**src/rtl/coffee_machine_pkg.sv**
```systemverilog
// Shared types and helpers for the coin-operated beverage controller.
// Optional feature macro used by the top: COFFEE_MACHINE_SUGAR_EN.
package coffee_machine_pkg;

  typedef enum logic [2:0] {
    IDLE   = 3'd0,
    WATER  = 3'd1,
    COFFEE = 3'd2,
    MILK   = 3'd3,
    CHOC   = 3'd4,
    SUGAR  = 3'd5,
    DONE   = 3'd6
  } state_t;

  // Ingredient mask bit positions: [0]=water [1]=coffee [2]=milk [3]=chocolate [4]=sugar
  typedef struct packed {
    logic [3:0] price;
    logic [4:0] mask;
  } recipe_t;

  localparam logic [3:0] COIN_100_VAL = 4'd1;
  localparam logic [3:0] COIN_500_VAL = 4'd5;
  localparam logic [3:0] CREDIT_MAX   = 4'd9;

  // Price and ingredient set per beverage code; invalid codes return price 0, empty mask.
  function automatic recipe_t recipe_lookup(input logic [2:0] kind);
    recipe_t r;
    case (kind)
      3'b001:  r = '{price: 4'd3, mask: 5'b10011};
      3'b010:  r = '{price: 4'd4, mask: 5'b10111};
      3'b011:  r = '{price: 4'd5, mask: 5'b11111};
      3'b100:  r = '{price: 4'd4, mask: 5'b11101};
      default: r = '{price: 4'd0, mask: 5'b00000};
    endcase
    return r;
  endfunction

  // First step after cur that is present in mask; DONE when none remain.
  // Later assignments win, so the lowest qualifying step is chosen.
  function automatic state_t next_step(input state_t cur, input logic [4:0] mask);
    state_t res;
    res = DONE;
    if (mask[4] && (cur < SUGAR))  res = SUGAR;
    if (mask[3] && (cur < CHOC))   res = CHOC;
    if (mask[2] && (cur < MILK))   res = MILK;
    if (mask[1] && (cur < COFFEE)) res = COFFEE;
    if (mask[0] && (cur < WATER))  res = WATER;
    return res;
  endfunction

endpackage

```
**src/rtl/coffee_machine_seven_seg_decoder.sv**
```systemverilog
// BCD digit to active-low 7-segment pattern {g,f,e,d,c,b,a}; non-decimal codes blank.
module seven_seg_decoder (
  input  logic [3:0] digit,
  output logic [6:0] seg
);

  // Pure lookup from digit value to segment pattern.
  always_comb begin
    case (digit)
      4'd0:    seg = 7'b1000000;
      4'd1:    seg = 7'b1111001;
      4'd2:    seg = 7'b0100100;
      4'd3:    seg = 7'b0110000;
      4'd4:    seg = 7'b0011001;
      4'd5:    seg = 7'b0010010;
      4'd6:    seg = 7'b0000010;
      4'd7:    seg = 7'b1111000;
      4'd8:    seg = 7'b0000000;
      4'd9:    seg = 7'b0010000;
      default: seg = 7'b1111111;
    endcase
  end

endmodule

```
**src/rtl/coffee_machine.sv**
```systemverilog
// Coin-operated beverage vending controller: credit accumulation, recipe
// sequencing with STEP_CYCLES per ingredient, change computation, 7-seg display.
// Macro COFFEE_MACHINE_SUGAR_EN enables the sugar step; without it sugar is skipped.
module coffee_machine
  import coffee_machine_pkg::*;
#(
  parameter int STEP_CYCLES = 4
) (
  input  logic       clock,
  input  logic       reset,
  input  logic       coin_100,
  input  logic       coin_500,
  input  logic [2:0] coffee_type,
  input  logic       confirm,
  output logic [6:0] total_coins_display,
  output logic [6:0] change_display,
  output logic       water,
  output logic       coffee,
  output logic       sugar,
  output logic       milk,
  output logic       chocolate,
  output logic       finished
);

  localparam int CW = (STEP_CYCLES > 1) ? $clog2(STEP_CYCLES) : 1;
  localparam logic [CW-1:0] CNT_LAST = CW'(STEP_CYCLES - 1);

`ifdef COFFEE_MACHINE_SUGAR_EN
  localparam logic [4:0] STEP_ENABLE = 5'b11111;
`else
  localparam logic [4:0] STEP_ENABLE = 5'b01111;
`endif

  state_t         state_q, state_d;
  logic [CW-1:0]  cnt_q, cnt_d;
  logic [4:0]     mask_q, mask_d;
  logic [3:0]     credit_q, credit_d;
  logic [3:0]     change_q, change_d;
  logic           c100_prev_q, c100_prev_d;
  logic           c500_prev_q, c500_prev_d;
  logic [4:0]     valves_q, valves_d;
  logic           finished_q, finished_d;
  logic [6:0]     tot_disp_q, tot_disp_d;
  logic [6:0]     chg_disp_q, chg_disp_d;

  logic           edge100_s, edge500_s;
  recipe_t        rec_s;
  logic [4:0]     eff_mask_s;
  logic           can_buy_s;
  logic [4:0]     credit_sum_s;
  logic [6:0]     tot_seg_s, chg_seg_s;

  assign edge100_s    = coin_100 & ~c100_prev_q;
  assign edge500_s    = coin_500 & ~c500_prev_q;
  assign rec_s        = recipe_lookup(coffee_type);
  assign eff_mask_s   = rec_s.mask & STEP_ENABLE;
  assign can_buy_s    = (rec_s.price != 4'd0) && (credit_q >= rec_s.price);
  assign credit_sum_s = {1'b0, credit_q}
                      + (edge100_s ? {1'b0, COIN_100_VAL} : 5'd0)
                      + (edge500_s ? {1'b0, COIN_500_VAL} : 5'd0);

  seven_seg_decoder u_total_seg (.digit(credit_q), .seg(tot_seg_s));
  seven_seg_decoder u_change_seg (.digit(change_q), .seg(chg_seg_s));

  // Next-state: credit/change bookkeeping, step sequencing, registered output values.
  always_comb begin
    state_d     = state_q;
    cnt_d       = cnt_q;
    mask_d      = mask_q;
    credit_d    = credit_q;
    change_d    = change_q;
    c100_prev_d = coin_100;
    c500_prev_d = coin_500;
    valves_d    = 5'b00000;
    finished_d  = 1'b0;
    tot_disp_d  = tot_seg_s;
    chg_disp_d  = chg_seg_s;

    case (state_q)
      IDLE: begin
        if (confirm && can_buy_s) begin
          change_d = credit_q - rec_s.price;
          credit_d = 4'd0;
          mask_d   = eff_mask_s;
          cnt_d    = '0;
          state_d  = next_step(IDLE, eff_mask_s);
        end else if (edge100_s || edge500_s) begin
          credit_d = (credit_sum_s > {1'b0, CREDIT_MAX}) ? CREDIT_MAX : credit_sum_s[3:0];
          change_d = 4'd0;
        end else begin
          credit_d = credit_q;
        end
      end
      WATER, COFFEE, MILK, CHOC, SUGAR: begin
        if (cnt_q == CNT_LAST) begin
          cnt_d   = '0;
          state_d = next_step(state_q, mask_q);
        end else begin
          cnt_d = cnt_q + CW'(1);
        end
      end
      DONE: begin
        state_d = IDLE;
      end
      default: begin
        state_d = IDLE;
      end
    endcase

    // Valves and finished are registered alongside the state they belong to.
    case (state_d)
      WATER:   valves_d = 5'b00001;
      COFFEE:  valves_d = 5'b00010;
      MILK:    valves_d = 5'b00100;
      CHOC:    valves_d = 5'b01000;
      SUGAR:   valves_d = 5'b10000 & STEP_ENABLE;
      DONE:    finished_d = 1'b1;
      default: valves_d = 5'b00000;
    endcase
  end

  // State and output registers with synchronous active-high reset.
  always_ff @(posedge clock) begin
    if (reset) begin
      state_q     <= IDLE;
      cnt_q       <= '0;
      mask_q      <= 5'b00000;
      credit_q    <= 4'd0;
      change_q    <= 4'd0;
      c100_prev_q <= 1'b0;
      c500_prev_q <= 1'b0;
      valves_q    <= 5'b00000;
      finished_q  <= 1'b0;
      tot_disp_q  <= 7'b1000000;
      chg_disp_q  <= 7'b1000000;
    end else begin
      state_q     <= state_d;
      cnt_q       <= cnt_d;
      mask_q      <= mask_d;
      credit_q    <= credit_d;
      change_q    <= change_d;
      c100_prev_q <= c100_prev_d;
      c500_prev_q <= c500_prev_d;
      valves_q    <= valves_d;
      finished_q  <= finished_d;
      tot_disp_q  <= tot_disp_d;
      chg_disp_q  <= chg_disp_d;
    end
  end

  assign water               = valves_q[0];
  assign coffee              = valves_q[1];
  assign milk                = valves_q[2];
  assign chocolate           = valves_q[3];
  assign sugar               = valves_q[4];
  assign finished            = finished_q;
  assign total_coins_display = tot_disp_q;
  assign change_display      = chg_disp_q;

endmodule

```
**config.mk**
```make
export PLATFORM = sky130hd
export DESIGN_NAME = coffee_machine
export DESIGN_NICKNAME = d
export VERILOG_FILES = /design/src/rtl/coffee_machine_pkg.sv /design/src/rtl/coffee_machine_seven_seg_decoder.sv /design/src/rtl/coffee_machine.sv
export SDC_FILE = /design/constraint.sdc
export NUM_CORES = 1
export LEC_CHECK = 0
export CAP_MARGIN = 40
export CORE_MARGIN = 1.5
export CORE_UTILIZATION = 49
export CTS_CLUSTER_SIZE = 16
export DETAILED_ROUTE_END_ITERATION = 6
export PLACE_DENSITY_LB_ADDON = 0.3
export SLEW_MARGIN = 20
export SYNTH_ARGS = -nofsm -noshare
export SYNTH_HDL_FRONTEND = slang
export SYNTH_HIERARCHICAL = 1
export SYNTH_SLANG_ARGS = --single-unit
```
**constraint.sdc**
```tcl
create_clock -name clock -period 2.6 [get_ports clock]
set_clock_uncertainty 0.2 [all_clocks]
set_input_delay 0.52 -clock clock [delete_from_list [all_inputs] [get_ports clock]]
set_output_delay 0.52 -clock clock [all_outputs]
set_load 0.1 [all_outputs]
```
==> impl_metrics.json <==
{
  "run_status": "finished clean",
  "dp.cells": 329,
  "worstSetupPathType": "in -> reg",
  "synth.area.mux_share_pct": 1.46,
  "synth_fa_ha_area_share_pct": 11.7,
  "synthArstFlopShare_pct": 0,
  "post-route-period-util_pct": 97.6,
  "drt_pass1_iterations": 5,
  "synth_edf_count": 0,
  "initial_utilization_pct": 51.1,
  "ys_ff_latch": 37,
  "fmax_mhz": 394,
  "place_congestion": 0.861,
  "num_rows": 23,
  "cp_slowest_stage_delay_ps": 410,
  "routed_wl_um": 4070,
  "cts_tree": "done",
  "fin_nets": 314,
  "clock_path_buffers": 2,
  "mostFrequentLayoutCell": "buf_4",
  "numClockSinks": 37,
  "max-cap-violations": 0,
  "hold_path_class": "reg -> reg",
  "synth_top_family_by_area": "simple AND/OR/NAND/NOR gates",
  "grt_pass1_vias": 1627,
  "yosysTopAreaCell": "dfxtp_1",
  "synth.distinct_cells": 47,
  "instances_no_fill": 337,
  "netlist_area_mm2": 0.00206,
  "final_cell_mix": "buf_4 (45), dfxtp_1 (37), nor2_1 (22), o21ai_0 (18), nand2b_1 (15)",
  "p_per_area_mw_per_mm2": 664,
  "arrival_ps": 2550,
  "hold_viol": 0,
  "drtAntennaViolNets": 0,
  "synth-compound-area-share_pct": 18.5,
  "dieHeight_um": 67.8,
  "num_antenna_cells": 0,
  "synthTopCellsByArea": "dfxtp_1 (36%), ha_1 (9.7%), nor2b_1 (5.2%)",
  "setup_viol": 0,
  "syn_inst": 239,
  "clock_latency_ps": 280,
  "finalPower_uw": 1730,
  "io_pins": 28,
  "avgSynthCellArea_um2": 8.61,
  "ys.flop_type": "dfxtp_1",
  "cp.buffers_inverters": 2,
  "p_leak_uw": 0.00110,
  "critical_path.max_fanout": 3,
  "nFillCells": 351,
  "grt_pass1_wl_um": 7070,
  "worstHoldEndpoint": "mask_q[3]",
  "fp.dieW_um": 67.8,
  "crit_cells": 10,
  "drc_errors": 0,
  "grt_max_degree": 17,
  "hp-start": "mask_q[3]",
  "path_cells": "clkdlybuf4s50_1 -> nor2b_2 -> fa_2 -> ha_2 -> and4b_1 -> a21oi_1 -> nor2_1 -> buf_4 -> nand3_1 -> a21oi_2",
  "period_minus_slack_ps": 2540,
  "synth_xor_area_share_pct": 1.28,
  "track_usage_pct": 20.6,
  "clock_tree.root_cell": "clkbuf_8",
  "hpwl_um": 2890,
  "gr-total-overflow": 0,
  "io_buffers": 26,
  "reg2regPathDepth": 9,
  "cts_buffers": 5,
  "clk_pin_slew_ps": 70,
  "cp_data_required_time_ps": 2620,
  "grt_antenna_before_repair": 0,
  "regToRegSetupSlack_ps": 260,
  "reg2reg_from": "credit_q[0]",
  "num_vias": 1737,
  "wire_per_inst_um": 12.1,
  "drtIter0Drc": 96,
  "drv_slew": 0,
  "seqCellArea_um2": 741,
  "ir_worst_vdd_v": 0.000372,
  "cts.htree.levels": 2,
  "seq_area_frac_synth_pct": 36.0,
  "via_per_inst": 5.15,
  "rsz0062_at_grt": "yes",
  "drive_above_1_share_pct": 26.5,
  "syn_nets": 265,
  "critPathTopFamily": "simple AND/OR/NAND/NOR gates",
  "r2r-end": "credit_q[2]",
  "core_mm2": 0.00403,
  "multiInputGateArea_mm2": 0.00126,
  "yosys.area_share.simple_pct": 25.0,
  "end_kind": "flop",
  "yosysTopAreaCellShare_pct": 36.0,
  "min_path_cells": 2,
  "area_growth_pct": 26.6,
  "yosysWarnings": 6,
  "cp_slowest_cell": "clkdlybuf4s50_1",
  "die_area_mm2": 0.00460,
  "startpoint_type": "primary input"
}
worst reg2reg max path: cells and delay by family, from the launching register on:
kind,cells,cell delay (ps)
buf+inv,2,180
compound gates,4,910
flops,1,310
simple gates,1,160
fa+ha+maj,2,530
timing repair:
item | CTS | global route
endpoints found under the setup margin | 17 | 9
setup buffers | 2 | 0
resized for setup | 17 | 9
hold buffers | 0 | 0
pin swaps | 7 | 9
worst max path at each step:
| stage | endpoint | slack [ps] | start |
|---|---|---|---|
| after floorplan | credit_q[0] | 70 | coffee_type[0] |
| after global placement | valves_q[0] | -460 | coffee_type[0] |
| after detailed placement | credit_q[0] | -520 | coffee_type[0] |
| after CTS | credit_q[2] | 70 | coin_500 |
| after global routing | credit_q[2] | -7 | coin_500 |
| final | credit_q[2] | 60 | coin_500 |
power by group:
group          internal, uW  total, uW  switching (uW)
clock                   176        355             179
combinational           269        717             448
sequential              620        657            37.1
total                  1070       1730             665
synthesized netlist by cell type (4+ instances only):
cell type and number:
a21oi_1 12, a31oi_1 6, clkbuf_1 4, dfxtp_1 37
ha_1 16, inv_1 13, nand2_1 10, nand2b_1 15
nor2_1 23, nor2b_1 17, nor3_1 8, o21ai_0 21
through the flow:
step                      setup slack (ps)  utilization, %  area [um2]  hold WS (ps)  TNS, ps
after CTS                             67.2            64.0        2580           278        0
after global placement                -460            60.8        2450           266    -7170
final                                 62.6            64.7        2610           277        0
after global routing                 -6.56            64.7        2610           307    -6.56
after floorplan                       72.9               -        2060           237        0
after detailed placement              -521            60.8        2450           262    -8070
final cells by class:
| type | instances | area share, % |
|---|---|---|
| clock buffers | 5 | 2.64 |
| clock inverters | 1 | 0.192 |
| inverters | 13 | 1.87 |
| multi-input cells | 178 | 48.5 |
| flip-flops and latches | 37 | 28.4 |
| well taps | 50 | 2.40 |
| repair buffers | 53 | 16.0 |
logic make-up after synthesis:
logic type / Yosys count
AOI/OAI and AO/OA: 58
xor gates and xnor gates: 3
adders and majority gates: 18
buffers and inverters: 24
DFF: 37
muxes: 3
other: 1
and+or+nand+nor: 95
routing by layer:
metal	share of wire, %	vias up	global-route usage [%]
li1	-	914	-
met1	44	780	24.0
met2	50	39	36.8
met3	4.3	4	4.93
met4	0.98	0	7.25
met5	0	-	0
sequential cells by signal, summed over array words and instances (netlist names):
signal and cells:
finished 1, cnt_q 2, change_q 4, c500_prev_q 1, state_q 3, total_coins_display 7
valves_q 4, credit_q 4, mask_q 3, c100_prev_q 1, change_display 7
No activity file was read; power rests on OpenSTA's default activity.
==> edit 1, RTL diff (same settings) <==
The output `finished` loses its register stage (`finished_q` becomes a continuous assignment).
--- a/src/rtl/coffee_machine.sv
+++ b/src/rtl/coffee_machine.sv
@@ -130,7 +130,6 @@
       c100_prev_q <= 1'b0;
       c500_prev_q <= 1'b0;
       valves_q    <= 5'b00000;
-      finished_q  <= 1'b0;
       tot_disp_q  <= 7'b1000000;
       chg_disp_q  <= 7'b1000000;
     end else begin
@@ -142,11 +141,12 @@
       c100_prev_q <= c100_prev_d;
       c500_prev_q <= c500_prev_d;
       valves_q    <= valves_d;
-      finished_q  <= finished_d;
       tot_disp_q  <= tot_disp_d;
       chg_disp_q  <= chg_disp_d;
     end
   end
+
+  assign finished_q = finished_d;
 
   assign water               = valves_q[0];
   assign coffee              = valves_q[1];
Formal check against the unedited RTL: not equivalent (a bounded check fails within 10 cycles, from zero or initial values and one cycle with reset high).
==> edit 1 against the original RTL <==
  * Synthesized area decreased by 1.1%
  * Sequential power decreased by 3%
  * Critical path type is now flip-flop to primary output
  * Total power decreased by 0.51%
  * Sequential cell count decreased by 1
  * Global-route usage decreased by 1.8 points
  * Setup slack improved by 68 ps
  * Wire length decreased by 9.2%
  * Design area increased by 1.6%
==> edit 1: results (changes against the original RTL) <==
Worst R2R Setup Slack 360 ps (+100 ps); Critical Path Source cnt_q[0]; H-tree depth 2 (unchanged); first-pass GRT wire length 6420 um (-9.2%); Clock buf/inv share 0.0364 (+0.00807); Avg Cell Area, Syn 8.81 um2 (+2.3%); XOR/XNOR Fraction of Synth Area 0.0129 (+0.000141); largest net degree at the start of global routing 29 (+12); Pre-Repair DR Iteration Count 4 (-1); share of cells above drive strength 1 0.288 (+0.0234); run status finished clean; final std cells w/o fill 331 (-1.8%); NonClk Buf Share 0.166 (+0.00601); fraction of area in registers 0.272 (-0.0120); Non-clk bufs 54 (+1.9%); sequential cells 36 (-2.7%); vias 1,691 (-2.6%); worst vdd ir 278 uV (-25%); Distinct cells, synth 46 (-2.1%); HP Start mask_q[1]; sequential-to-total area share from yosys stat 0.354 (-0.00585); metal2 WL 1780 um (-13%); multi-input logic cell count 175 (-1.7%); Crit Path Max Fanout 7 (+4); Filler cells 340 (-3.1%); WL/cell 11.2 um (-7.5%); Total Routing Usage GR 0.188 (-0.0182); placed instance area 2460 um2 (+0.51%); Synth Net Count 257 (-3.0%); clk_lat worst skew 280 ps (about the same); Leakage 1.12 nW (+1.8%); ys async rst share 0 (unchanged); mux cell area share after synthesis 0.0203 (+0.00569); metal1 wirelength 1760 um (-1.9%); final net count 307 (-2.2%); Synth area leaders dfxtp_1 (35%), ha_1 (9.8%), nor2b_1 (6.8%); Non-clock inverters 9 (-4); HPWL after detailed placement 2700 um (-6.6%); DR iter-0 viols 49 (-49%); Compound-Gate Fraction of Synth Area 0.181 (-0.00410); Worst R2R End credit_q[0]; Commonest cells post-synth dfxtp_1 (36), nor2b_1 (22), o21ai_0 (21), nor2_1 (20), ha_1 (16); Top Layer Used met4; clkbuf count 7 (+2); end point of the critical path finished; placed cells 323 (-1.8%); total CTS buffers 5 (unchanged); number of global-route vias before repair 1,510 (-7.2%); global placement routability congestion 0.845 (-1.8%); met3 WL 104 um (-41%)
[edit 1: metrics by stage]
step / setup slack, ps / hold slack [ps] / setup TNS [ps] / utilization
final: 131 / 324 / 0 / 0.662
after global routing: 14.6 / 366 / 0 / 0.662
after CTS: 5.29 / 321 / 0 / 0.655
after detailed placement: -455 / 305 / -6670 / 0.616
after global placement: -417 / 299 / -5990 / 0.616
after floorplan: 107 / 252 / 0 / -
[edit 1: where the power goes]
group          internal (mW)  switching [mW]
sequential             0.601          0.0366
combinational          0.256           0.411
clock                  0.236           0.181
[edit 1: metal layers]
layer,track usage,up-vias
li1,-,892
met4,0.0689,0
met1,0.226,766
met2,0.324,28
met3,0.0450,5
met5,0,-
[edit 1: worst max-delay path, stage by stage, from the launching register on]
cell      delay, ps
dfxtp_1         370
ha_2            260
nand2_1          80
o32a_1          300
o221ai_2        230
nor2b_4          70
buf_12          170
[edit 1: logic make-up (layout without fill, tap and decap cells)]
| kind of cell | Yosys count | in the layout |
|---|---|---|
| other | 1 | 1 |
| AOI/OAI and AO/OA | 55 | 55 |
| adders and majority gates | 18 | 18 |
| muxes | 4 | 4 |
| DFF | 36 | 36 |
| xor gates and xnor gates | 3 | 3 |
| and+or+nand+nor | 94 | 94 |
| buffers and inverters | 20 | 70 |
[edit 1: what timing repair did]
item | 4_1_cts | 5_1_grt
setup buffers | 1 | 0
resized for setup | 16 | 8
setup endpoints to repair | 17 | 15
pin swaps | 6 | 2
[edit 1: worst min-delay path by stage]
stage          slack [ps]          end  cells past startpoint
6_report              320    mask_q[1]                      2
5_1_grt               370    mask_q[1]                      2
4_1_cts               320     cnt_q[1]                      2
3_5_place_dp          310     cnt_q[1]                      2
3_3_place_gp          300     cnt_q[1]                      2
2_1_floorplan         250  change_q[2]                      2
==> edit 2, RTL diff (config.mk and constraints unchanged) <==
Without the edit above. `CREDIT_MAX`: 4'd9 -> 4'd4.
--- a/src/rtl/coffee_machine_pkg.sv
+++ b/src/rtl/coffee_machine_pkg.sv
@@ -20,7 +20,7 @@
 
   localparam logic [3:0] COIN_100_VAL = 4'd1;
   localparam logic [3:0] COIN_500_VAL = 4'd5;
-  localparam logic [3:0] CREDIT_MAX   = 4'd9;
+  localparam logic [3:0] CREDIT_MAX   = 4'd4;
 
   // Price and ingredient set per beverage code; invalid codes return price 0, empty mask.
   function automatic recipe_t recipe_lookup(input logic [2:0] kind);
Behaviour: not the same (a bounded check fails within 4 cycles, from zero or initial values and one cycle with reset high).
==> edit 2 against the original RTL <==
  * Cell count down 3.0%
  * Design area rose by 2.4%
  * Synthesized area increased by 3.7%
  * Setup slack better by 86 ps
  * Sequential share of layout area rose by 0.084 points
  * Sequential power is 2% lower
  * Highest routed layer unchanged
  * Largest cell class unchanged
  * Critical endpoint is now valves_q[0]
  * Sequential cell count rose by 1
  * Wire length is 3.8% lower
  * Total power hardly changed
==> edit 2: results (changes against the original RTL) <==
multi-input logic cell count 176 (-1.1%); largest net degree at the start of global routing 41 (+24); Critical Path Source coffee_type[2]; Final Util 0.653 (+0.00620); Setup WS pre-CTS -452 ps (+69.5 ps); CP max-delay cell fa_2; Commonest cells post-synth dfxtp_1 (38), nor2_1 (23), nor2b_1 (19), nand2b_1 (17); global placement routability congestion 0.792 (-8.0%); worst vdd ir 260 uV (-30%); clk_lat worst skew 300 ps (+20 ps); NonClk Buf Share 0.134 (-0.0263); DR iter-0 viols 101 (+5.2%); Clock buf/inv share 0.0516 (+0.0233); placed instance area 2450 um2 (-0.15%); Distinct cells, synth 48 (+2.1%); Reg power frac 0.371 (-0.009); final net count 302 (-3.8%); Leakage 1.10 nW (-0.54%); Crit Path Max Fanout 4 (+1); HPWL after detailed placement 2690 um (-6.8%); first-pass GRT wire length 7000 um (-0.98%); Non-clk bufs 42 (-21%); share of cells above drive strength 1 0.256 (-0.00849); cell family with most CP delay compound AO/OA/AOI/OAI gates; Total Routing Usage GR 0.177 (-0.0291); multi-input combinational area share 0.488 (+0.00318); Resized Gates After CTS 9 (-8); worst hold margin 293 ps (+15.8 ps); Worst Hold Path EP mask_q[0]; vias 1,686 (-2.9%); sequential-to-total area share from yosys stat 0.356 (-0.00349); Logic pwr share 0.281 (-0.134); slowest stage delay, CP 330 ps (-80 ps); Internal 1.18 mW (+11%); HP Start mask_q[0]; run status finished clean; Worst R2R End valves_q[0]; fraction of area in registers 0.285 (+0.000837); Sw Pwr 547 uW (-18%); Data arrival, critical path 2440 ps (-110 ps); clock sink count 38 (+2.7%); postcts setup bufs 0 (-2); Synth area leaders dfxtp_1 (36%), ha_1 (9.4%), nor2b_1 (5.6%); Worst-path clk slew 90 ps (+20 ps); Filler cells 347 (-1.1%); WL/cell 12.0 um (-0.84%)
edit 2: metal layers:
| metal | GRT usage | up-vias | part of all wire |
|---|---|---|---|
| li1 | - | 880 | - |
| met1 | 0.224 | 765 | 0.47 |
| met2 | 0.287 | 35 | 0.47 |
| met3 | 0.0526 | 6 | 0.041 |
| met4 | 0.0610 | 0 | 0.018 |
| met5 | 0 | - | 0 |
edit 2: worst max path at each step:
stage | end | cells after the start | slack, ps
floorplan | credit_q[3] | 9 | 40
global placement | credit_q[3] | 10 | -390
detailed placement | mask_q[1] | 10 | -450
CTS | valves_q[0] | 10 | 10
global route | valves_q[2] | 10 | 60
finish | valves_q[0] | 12 | 150
edit 2: kinds of logic after synthesis:
| group | share of synthesized area |
|---|---|
| adder cells (fa/ha/maj) | 0.113 |
| AO/OA/AOI/OAI | 0.193 |
| flip-flops | 0.356 |
| buffers and inverters | 0.0645 |
| AND/OR/NAND/NOR | 0.264 |
| XOR/XNOR | 0.00821 |
| other | 0.00176 |
